$ cat src/rtl/sram_bus_pkg.sv
// Shared definitions for the SRAM bus controller: FSM state encoding,
// default access length and wait-counter width.
package sram_bus_pkg;

  localparam int WAIT_CYCLES_DEF = 2;
  localparam int CNT_W           = 4;

  typedef enum logic [1:0] {
    IDLE   = 2'd0,
    ACCESS = 2'd1,
    ACK    = 2'd2
  } state_e;

endpackage

$ cat src/rtl/sram_bus_ctrl.sv
// Single-word asynchronous SRAM controller behind an L2 request/acknowledge bus.
// Define SRAM_BUS_CTRL_ADDR_CHECK_EN to reject out-of-range addresses and add err_count.
module sram_bus_ctrl
  import sram_bus_pkg::*;
#(
  parameter int WAIT_CYCLES = WAIT_CYCLES_DEF,
  parameter int SRAM_AW     = 20
) (
  input  logic               clk,
  input  logic               reset,
  input  logic               bus_rreq,
  input  logic               bus_wreq,
  input  logic [31:0]        bus_addr,
  input  logic [31:0]        bus_wdata,
  output logic [31:0]        bus_rdata,
  output logic               bus_acc,
  output logic               bus_busy,
  output logic [SRAM_AW-1:0] sram_addr,
  input  logic [31:0]        sram_dq_i,
  output logic [31:0]        sram_dq_o,
  output logic               sram_dq_oe,
  output logic               sram_ce_n,
  output logic               sram_oe_n,
  output logic               sram_we_n,
  output logic [3:0]         sram_be_n
`ifdef SRAM_BUS_CTRL_ADDR_CHECK_EN
  ,
  output logic [15:0]        err_count
`endif
);

  state_e             state_q, state_d;
  logic [CNT_W-1:0]   cnt_q, cnt_d;
  logic [SRAM_AW-1:0] addr_q, addr_d;
  logic [31:0]        wdata_q, wdata_d;
  logic [31:0]        rdata_q, rdata_d;
  logic               wr_q, wr_d;
  logic               busy_q, busy_d;

  logic req;
  logic addr_bad;
  logic unused_addr;

  assign req = bus_rreq | bus_wreq;

`ifdef SRAM_BUS_CTRL_ADDR_CHECK_EN
  assign addr_bad    = |bus_addr[31:SRAM_AW+2];
  assign unused_addr = ^bus_addr[1:0];
`else
  assign addr_bad    = 1'b0;
  assign unused_addr = ^{bus_addr[31:SRAM_AW+2], bus_addr[1:0]};
`endif

  always_comb begin
    // NOTE: every variable gets a default first so no path through the case infers a latch.
    state_d = state_q;
    cnt_d   = cnt_q;
    addr_d  = addr_q;
    wdata_d = wdata_q;
    wr_d    = wr_q;
    rdata_d = rdata_q;

    case (state_q)
      IDLE: begin
        if (req) begin
          addr_d  = bus_addr[SRAM_AW+1:2];
          wdata_d = bus_wdata;
          wr_d    = bus_wreq;
          cnt_d   = CNT_W'(WAIT_CYCLES);
          state_d = addr_bad ? ACK : ACCESS;
          if (addr_bad && !bus_wreq) rdata_d = '0;
        end
      end
      ACCESS: begin
        cnt_d = cnt_q - CNT_W'(1);
        if (cnt_q == CNT_W'(1)) begin
          state_d = ACK;
          if (!wr_q) rdata_d = sram_dq_i;
        end
      end
      ACK:     state_d = IDLE;
      default: state_d = IDLE;
    endcase
  end

  assign busy_d = (state_d != IDLE);

  always_ff @(posedge clk) begin
    // NOTE: non-blocking assignments so every flop samples the pre-edge values.
    if (reset) begin
      state_q <= IDLE;
      cnt_q   <= '0;
      addr_q  <= '0;
      wdata_q <= '0;
      wr_q    <= 1'b0;
      rdata_q <= '0;
      busy_q  <= 1'b0;
    end else begin
      state_q <= state_d;
      cnt_q   <= cnt_d;
      addr_q  <= addr_d;
      wdata_q <= wdata_d;
      wr_q    <= wr_d;
      rdata_q <= rdata_d;
      busy_q  <= busy_d;
    end
  end

  logic in_access;
  logic last_cycle;

  assign in_access  = (state_q == ACCESS);
  assign last_cycle = (cnt_q == CNT_W'(1));

  // we_n rises one cycle early so write data is still driven for hold time.
  assign sram_ce_n  = ~in_access;
  assign sram_be_n  = in_access ? 4'h0 : 4'hF;
  assign sram_oe_n  = ~(in_access & ~wr_q);
  assign sram_we_n  = ~(in_access & wr_q & ~last_cycle);
  assign sram_dq_oe = in_access & wr_q;
  assign sram_dq_o  = wdata_q;
  assign sram_addr  = addr_q;

  assign bus_acc   = (state_q == ACK);
  assign bus_busy  = busy_q;
  assign bus_rdata = rdata_q;

`ifdef SRAM_BUS_CTRL_ADDR_CHECK_EN
  logic [15:0] err_q;

  always_ff @(posedge clk) begin
    if (reset) begin
      err_q <= '0;
    end else if (state_q == IDLE && req && addr_bad && err_q != 16'hFFFF) begin
      err_q <= err_q + 16'd1;
    end
  end

  assign err_count = err_q;
`endif

endmodule
$ cat config.mk
export PLATFORM = sky130hd
export DESIGN_NAME = sram_bus_ctrl
export DESIGN_NICKNAME = d
export VERILOG_FILES = /design/src/rtl/sram_bus_pkg.sv /design/src/rtl/sram_bus_ctrl.sv
export SDC_FILE = /design/constraint.sdc
export NUM_CORES = 1
export LEC_CHECK = 0
export ABC_CLOCK_PERIOD_IN_PS = 4800
export CAP_MARGIN = 20
export CORE_MARGIN = 2
export CORE_UTILIZATION = 29
export DETAILED_ROUTE_END_ITERATION = 6
export SYNTH_ARGS = -nofsm -noshare
export SYNTH_HDL_FRONTEND = slang
export SYNTH_SLANG_ARGS = --single-unit
$ cat constraint.sdc
create_clock -name clk -period 4.8 [get_ports clk]
set_input_delay 0.96 -clock clk [delete_from_list [all_inputs] [get_ports clk]]
set_output_delay 0.96 -clock clk [all_outputs]
set_load 0.01 [all_outputs]
==> Implementation_results.wiki, run 1 <==
{| class="wikitable"
! Metric !! Value
|-
| Area occupied by registers || 1840 µm²
|-
| # IOs || roughly 190
|-
| First-pass GRT wire length || 16800 µm
|-
| Number of buffers on the longest clock path || 2
|-
| Clock-pin slew reported for the worst setup and hold paths after clock tree synthesis || about 0.07 ns
|-
| Ratio of final minimum period to clock period || 63.5%
|-
| Via count of the first global-routing pass || between 3k and 4k
|-
| Slew @ Worst Pin || approximately 0.94 ns
|-
| Area of the multi-input gates || about 1600 µm²
|-
| Worst R2R Setup Slack || 2.56 ns
|-
| Ratio of cells with drive above 1 in the final layout || under 10%
|-
| Via density || ~4.7
|-
| Fillers || around 1.2k
|-
| RSZ-0062 raised after global routing || false
|-
| Critical path cell sequence || nor2b_1 > and2_1 > nand2_1 > clkdlybuf4s50_1
|-
| Input/output buffers || approximately 180
|-
| Number of buffers inserted for hold repair after clock tree synthesis || 0
|-
| Number of max-slew violations in the final report || 0
|-
| Count of nets left with antenna violations after detail routing || 0
|-
| # clock sinks || ~90
|-
| Fraction of registers with async set or reset after synthesis || 0%
|-
| Run status || finished clean
|-
| Power Dens Cells || between 300 and 400 nW/µm²
|-
| Average routed wire per standard cell || ~14 µm
|-
| Cell class contributing the biggest share of worst-path delay || simple AND/OR/NAND/NOR gates
|-
| Critical Path Max Stage Delay || around 0.52 ns
|-
| Leak pwr || about 2.1 nW
|-
| Worst Hold Path EP || bus_rdata[0]
|-
| Sw power || about 0.5 mW
|-
| Critical-path maximum fanout || 8
|-
| Worst voltage drop across the vdd grid || roughly 0.00019 V
|-
| Part of the total power dissipated in combinational logic || between 10% and 20%
|-
| CP startpoint kind || flop
|-
| Aggregate routed wire length || ~11000 µm
|-
| Number of CTS-inserted buffers || 9
|-
| Total track usage || 16.1%
|-
| Final Hold Viols || 0
|-
| Post-synthesis register bit count || between 90 and 100
|-
| Int Pwr || 1.46 mW
|-
| Data required time at the worst endpoint || between 3 and 4 ns
|-
| Net switching fraction of the power || between 20% and 30%
|-
| Clk pwr share || around 39%
|-
| Floorplan die height || ~120 µm
|-
| Total gr overflow || 0
|-
| Iter 0 DRT Violations || 197
|-
| Post-CTS Setup Inserts || 0
|-
| Cell count after synthesis || between 400 and 500
|-
| FF-to-FF End || bus_rdata[5]
|-
| Pin count of the biggest net entering global routing || between 60 and 70
|-
| Max H-tree Level || 3
|-
| Starting Density || 29.9%
|-
| Max Freq || between 0.3 and 0.4 GHz
|-
| Category of the critical setup timing path || reg2out
|-
| Placer Congestion || 0.749
|-
| Worst reg2reg path depth || 5
|-
| Synth warnings || 0
|-
| Setup violators final || 0
|-
| Standard cell area after detailed placement || about 5500 µm²
|-
| Routed vias || about 3.5k
|-
| Data arrival at the endpoint of the critical path || 2.09 ns
|-
| HP Start || bus_rdata[0]
|-
| Net count of the mapped netlist || 529
|-
| Library cell used as clock root buffer || sky130_fd_sc_hd__clkbuf_16
|-
| Cell Area, Synth || 3630 µm²
|-
| Latest clock arrival within the worst-skew pair || between 0.3 and 0.4 ns
|-
| Reg2reg start || state_q[0]
|-
| Seq pwr share || roughly 43%
|-
| Diode count || 0
|-
| # nets final || between 600 and 700
|-
| Min Clock Period, post-route || 3.05 ns
|-
| Netlist cell types || 29
|-
| Leading register cell type out of synthesis || sky130_fd_sc_hd__dfxtp_1
|-
| Clock tree from TritonCTS || built
|-
| Die Outline Area || about 13000 µm²
|-
| Instance count along the most critical hold path || 2
|-
| Total negative setup slack || 0 ns
|-
| Worst min-delay path category || reg2reg
|-
| Syn-to-layout area delta || 60.9%
|-
| Slowest cell on the critical path || sky130_fd_sc_hd__nor2b_1
|-
| Total iterations of the first detailed-routing run || 4
|-
| EDFF count, synth || 0
|-
| DRC violations left || 0
|-
| Cell area after layout || between 5000 and 6000 µm²
|-
| Layout Skew || ~0.005 ns
|-
| Half-perimeter wire length of the detailed placement result || slightly above 7000 µm
|-
| Row count || 40
|-
| Synthesized area per cell || 8.49 µm²
|-
| Critical path endpoint category || output port
|-
| Worst slew slack as a fraction of its limit || 37.0%
|-
| Die Wd || between 100 and 150 µm
|-
| Register area share after synthesis || 50.8%
|-
| Core footprint || approximately 12000 µm²
|-
| Resized cells post-CTS || 0
|-
| Worst path bufs/invs || 1
|-
| Number of max-capacitance violations reported || 0
|-
| Initial antenna violation count || 0
|}
-- through the flow --
stage | utilization (%) | std cells | hold slack (ns) | total power [mW] | setup WS (ns)
floorplan | - | 427 | 0.479 | 1.01 | 2.81
global placement | 45.3 | 737 | 0.443 | 1.20 | 2.04
detailed placement | 45.3 | 737 | 0.447 | 1.21 | 1.95
CTS | 47.9 | 753 | 0.459 | 1.98 | 1.74
global route | 48.2 | 754 | 0.479 | 2.04 | 1.61
finish | 48.2 | 754 | 0.455 | 1.94 | 1.75
-- cells in the mapped netlist (all sizes together), types with 2 or more instances --
library cell | instances | area share [%]
or2 | 2 | 0.35
nor2b | 2 | 0.35
dfxtp | 92 | 51
nand2 | 69 | 7.1
buf | 10 | 2.2
clkbuf | 34 | 3.5
inv | 5 | 0.52
o21ai | 53 | 7.3
nor2 | 3 | 0.31
o211ai | 2 | 0.41
nand3 | 53 | 7.3
nor3 | 2 | 0.59
ha | 2 | 0.69
a21oi | 56 | 7.7
or3 | 2 | 0.35
mux2i | 32 | 8.8
-- logic make-up after synthesis --
kind of cell,count (synthesis),share of synthesized area [%]
AO/OA/AOI/OAI,113,15.9
XOR/XNOR,1,0.242
adder cells (fa/ha/maj),2,0.690
buffers and inverters,49,6.21
flip-flops,92,50.8
multiplexers,32,8.83
AND/OR/NAND/NOR,138,17.4
-- power groups by stage --
stage	clock, mW	sequential (mW)	combinational, mW
CTS	0.781	0.835	0.362
global placement	0	0.850	0.355
global route	0.810	0.840	0.393
floorplan	0	0.869	0.144
detailed placement	0	0.852	0.360
finish	0.750	0.835	0.359
-- cell usage in the layout, fill, tap and decap left out, drive strengths merged --
| master | synthesis | routed |
|---|---|---|
| xnor2 | 1 | 1 |
| o21ai | 53 | 53 |
| nand3 | 53 | 53 |
| nand2b | 1 | 1 |
| mux2i | 32 | 32 |
| or3 | 2 | 2 |
| clkbuf | 34 | 9 |
| nor2 | 3 | 3 |
| o211ai | 2 | 2 |
| or3b | 1 | 1 |
| or2 | 2 | 2 |
| buf | 10 | 7 |
| a221oi | 1 | 1 |
| and3 | 1 | 1 |
| inv | 5 | 4 |
| nand3b | 1 | 1 |
| nand2 | 69 | 69 |
| a21oi | 56 | 56 |
| a31oi | 1 | 1 |
| ha | 2 | 2 |
| nor3 | 2 | 2 |
| clkdlybuf4s50 | 0 | 180 |
| bufinv | 0 | 2 |
| clkinv | 0 | 5 |
| and2 | 1 | 1 |
| dfxtp | 92 | 92 |
| clkinvlp | 0 | 1 |
| nor2b | 2 | 2 |
-- state kept, by name (all words and copies together), names as in the netlist --
name / cells
bus_rdata: 32
sram_dq_o: 32
sram_addr: 20
cnt_q: 4
state_q: 2
bus_busy: 1
wr_q: 1
-- cell type report --
cell class                      count  share of cell area (%)
Multi-Input combinational cell    286                    27.0
Tap cell                          168                    3.60
Inverter                            5                   0.322
Clock inverter                      7                    1.57
Clock buffer                        9                    3.86
Sequential cell                    92                    31.6
Timing Repair Buffer              187                    32.1
-- worst max-delay path by stage --
| stage | from | endpoint | slack (ns) | cells after the start |
|---|---|---|---|---|
| global placement | bus_wreq | sram_dq_o[18] | 2.04 | 4 |
| global route | state_q[0] | sram_be_n[0] | 1.61 | 3 |
| floorplan | cnt_q[1] | sram_we_n | 2.81 | 4 |
| finish | state_q[0] | sram_we_n | 1.75 | 4 |
| CTS | state_q[0] | sram_we_n | 1.74 | 4 |
| detailed placement | bus_wreq | sram_dq_o[29] | 1.95 | 4 |
-- layer usage --
layer  track usage, %  vias up  wire [µm]
met5                0        -          0
met4             6.51        0        157
met3             5.70       10        964
met2             27.0      126       5020
met1             18.8     1632       4750
li1                 -     1765          -
-- worst reg2reg max path: stages (launching register included) --
cell and delay [ns]:
sky130_fd_sc_hd__dfxtp_1 0.43, sky130_fd_sc_hd__nor2b_1 0.52, sky130_fd_sc_hd__inv_2 0.25, sky130_fd_sc_hd__nor3_4 0.20, sky130_fd_sc_hd__buf_4 0.49, sky130_fd_sc_hd__mux2i_1 0.28
Note: power is estimated with default switching activity, not from simulation.
==> run 2: changes to the inputs <==
- ABC_CLOCK_PERIOD_IN_PS: 4800 -> 2700
- clock period: 4.8 -> 2.7 ns (I/O delays scaled with it)
==> run 2 against run 1 <==
Compared with the run above:
- via count down 0.45%
- clock power increased by 100%
- critical path type unchanged
- clock-buffer cell count did not move
==> Implementation_results.wiki, run 2 (synthesized netlist as in run 1, its figures left out) <==
{| class="wikitable"
! Metric !! Value
|-
| Run status || finished clean
|-
| Power Dens Cells || 618 nW/µm² (+85%)
|-
| Core footprint || 12100 µm² (unchanged)
|-
| Number of placed instances with taps included || 742 (+0.68%)
|-
| Commonest cells after routing, fill and taps aside || sky130_fd_sc_hd__clkdlybuf4s50_1 (180), sky130_fd_sc_hd__dfxtp_1 (92), sky130_fd_sc_hd__nand2_1 (69)
|-
| Data required time at the worst endpoint || 2.16 ns (-1.68 ns)
|-
| Most heavily used metal layer in global routing || met2
|-
| RSZ-0062 raised after global routing || false
|-
| Number of max-capacitance violations reported || 0 (unchanged)
|-
| Post-CTS Setup Inserts || 0 (unchanged)
|-
| Max H-tree Level || 3 (unchanged)
|-
| Routed vias || 3517 (-0.45%)
|-
| Syn-to-layout area delta || 63.1%
|-
| Ratio of cells with drive above 1 in the final layout || 5.59% (+0.64 points)
|-
| Worst voltage drop across the vdd grid || 0.000285 V (+52%)
|-
| Library cell used as clock root buffer || sky130_fd_sc_hd__clkbuf_16
|-
| Total iterations of the first detailed-routing run || 4 (unchanged)
|-
| Most common cell after layout, fill and taps aside || sky130_fd_sc_hd__clkdlybuf4s50_1
|-
| Placer Congestion || 0.707 (-5.5%)
|-
| Clock-pin slew reported for the worst setup and hold paths after clock tree synthesis || 0.06 ns (about the same)
|-
| Via density || 4.64 (-0.98%)
|-
| Critical-path maximum fanout || 4 (-4)
|-
| Min Clock Period, post-route || 2.49 ns
|-
| # IOs || 194 (unchanged)
|-
| Average routed wire per standard cell || 14.3 µm (-1.3%)
|-
| Worst slew slack as a fraction of its limit || 55.7% (+19 points)
|-
| Final Hold Viols || 0 (unchanged)
|-
| Resized cells post-CTS || 0 (unchanged)
|-
| Number of max-slew violations in the final report || 0 (unchanged)
|-
| Iter 0 DRT Violations || 169 (-14%)
|-
| Number of standard cells in the final layout excluding fillers || 758 (+0.53%)
|-
| Slew @ Worst Pin || 0.664 ns (-0.281 ns)
|-
| Layout Skew || 0.00668 ns (+0.00176 ns)
|-
| Instance count along the most critical hold path || 2 (unchanged)
|-
| Total negative setup slack || 0 ns (unchanged)
|-
| Via count of the first global-routing pass || 3385 (-2.3%)
|-
| Input/output buffers || 181 (unchanged)
|-
| Data arrival at the endpoint of the critical path || 1.95 ns (-0.14 ns)
|-
| Starting Density || 29.9% (unchanged)
|-
| Die Wd || 116 µm (unchanged)
|-
| Total track usage || 15.9% (-0.17 points)
|-
| Worst reg2reg path depth || 5 (unchanged)
|-
| Category of the critical setup timing path || reg2out
|-
| # nets final || 687 (+0.59%)
|-
| Final critical-path setup slack || 0.209 ns (-1.54 ns)
|-
| Leak pwr || 2.13 nW (+2.1%)
|-
| Met1 track utilization from global routing || 19.7% (+0.90 points)
|-
| Clock tree from TritonCTS || built
|-
| Count of nets left with antenna violations after detail routing || 0 (unchanged)
|-
| Worst min-delay path category || reg2reg
|-
| CP startpoint kind || flop
|-
| Ratio of final minimum period to clock period || between 90% and 100%
|-
| Number of CTS-inserted buffers || 9 (unchanged)
|-
| Die Outline Area || 13400 µm² (unchanged)
|-
| Diode count || 0 (unchanged)
|-
| Number of buffers on the longest clock path || 2 (unchanged)
|-
| Aggregate routed wire length || 10800 µm (-0.80%)
|-
| Number of buffers inserted for hold repair after clock tree synthesis || 0 (unchanged)
|-
| DRC violations left || 0 (unchanged)
|-
| Total gr overflow || 0 (unchanged)
|-
| Initial antenna violation count || 0 (unchanged)
|-
| Worst slack after detailed placement || 0.548 ns (-1.40 ns)
|-
| # clock sinks || 92 (unchanged)
|-
| Floorplan die height || 116 µm (unchanged)
|-
| First-pass GRT wire length || 16800 µm (-0.12%)
|-
| Latest clock arrival within the worst-skew pair || 0.34 ns (about the same)
|-
| Met3 track demand over resource in global routing || 6.80% (+1.1 points)
|-
| Max Freq || between 0.4 and 0.5 GHz
|-
| Critical path endpoint category || output port
|-
| Setup violators final || 0 (unchanged)
|-
| Half-perimeter wire length of the detailed placement result || 7370 µm (+4.0%)
|-
| Pin count of the biggest net entering global routing || 66 (+8.2%)
|-
| Met2 Resource Use GR || 24.8% (-2.3 points)
|-
| Row count || 40 (unchanged)
|}
==> run 2: routing by layer <==
metal	vias to the layer above	part of all wire (%)	routed length, µm
met1	1602	44	4800
met2	125	44	4760
met3	13	10	1100
met5	-	0	0
met4	0	1.4	149
li1	1777	-	-
==> run 2: power breakdown <==
group	internal, mW	switching, mW	total, mW	leakage (nW)
clock	0.997	0.528	1.52	0.179
sequential	1.44	0.0436	1.49	0.753
combinational	0.349	0.297	0.647	1.19
==> run 2: cell type report <==
cell class	instances	area (µm²)
Sequential cell	92	1840
Clock buffer	9	225
Clock inverter	7	139
Tap cell	168	210
Multi-Input combinational cell	286	1570
Timing Repair Buffer	191	1910
Fill cell	1183	6200
Inverter	5	18.8
==> run 2: worst paths after layout <==
| check | slack, ns | from | to |
|---|---|---|---|
| setup / recovery | 0.21 | cnt_q[1] | sram_we_n |
| hold / removal | 0.46 | bus_rdata[26] | bus_rdata[26] |
| setup reg to reg | 0.97 | state_q[0] | bus_rdata[8] |
| hold reg to reg | 0.46 | bus_rdata[26] | bus_rdata[26] |
==> run 2: through the flow <==
| step | utilization (%) | hold slack [ns] | power [mW] | area (µm²) |
|---|---|---|---|---|
| global placement | 45.8 | 0.441 | 2.16 | 5550 |
| global route | 48.8 | 0.475 | 3.82 | 5920 |
| floorplan | - | 0.479 | 1.80 | 3630 |
| detailed placement | 45.8 | 0.449 | 2.17 | 5550 |
| finish | 48.8 | 0.456 | 3.66 | 5920 |
| CTS | 48.8 | 0.460 | 3.72 | 5920 |
==> run 2: worst max-delay path, cell delays in order, from the launching register on <==
cell	delay [ns]
sky130_fd_sc_hd__dfxtp_1	0.32
sky130_fd_sc_hd__inv_1	0.08
sky130_fd_sc_hd__ha_1	0.13
sky130_fd_sc_hd__or3b_1	0.43
sky130_fd_sc_hd__nand2_1	0.10
sky130_fd_sc_hd__clkdlybuf4s50_1	0.55
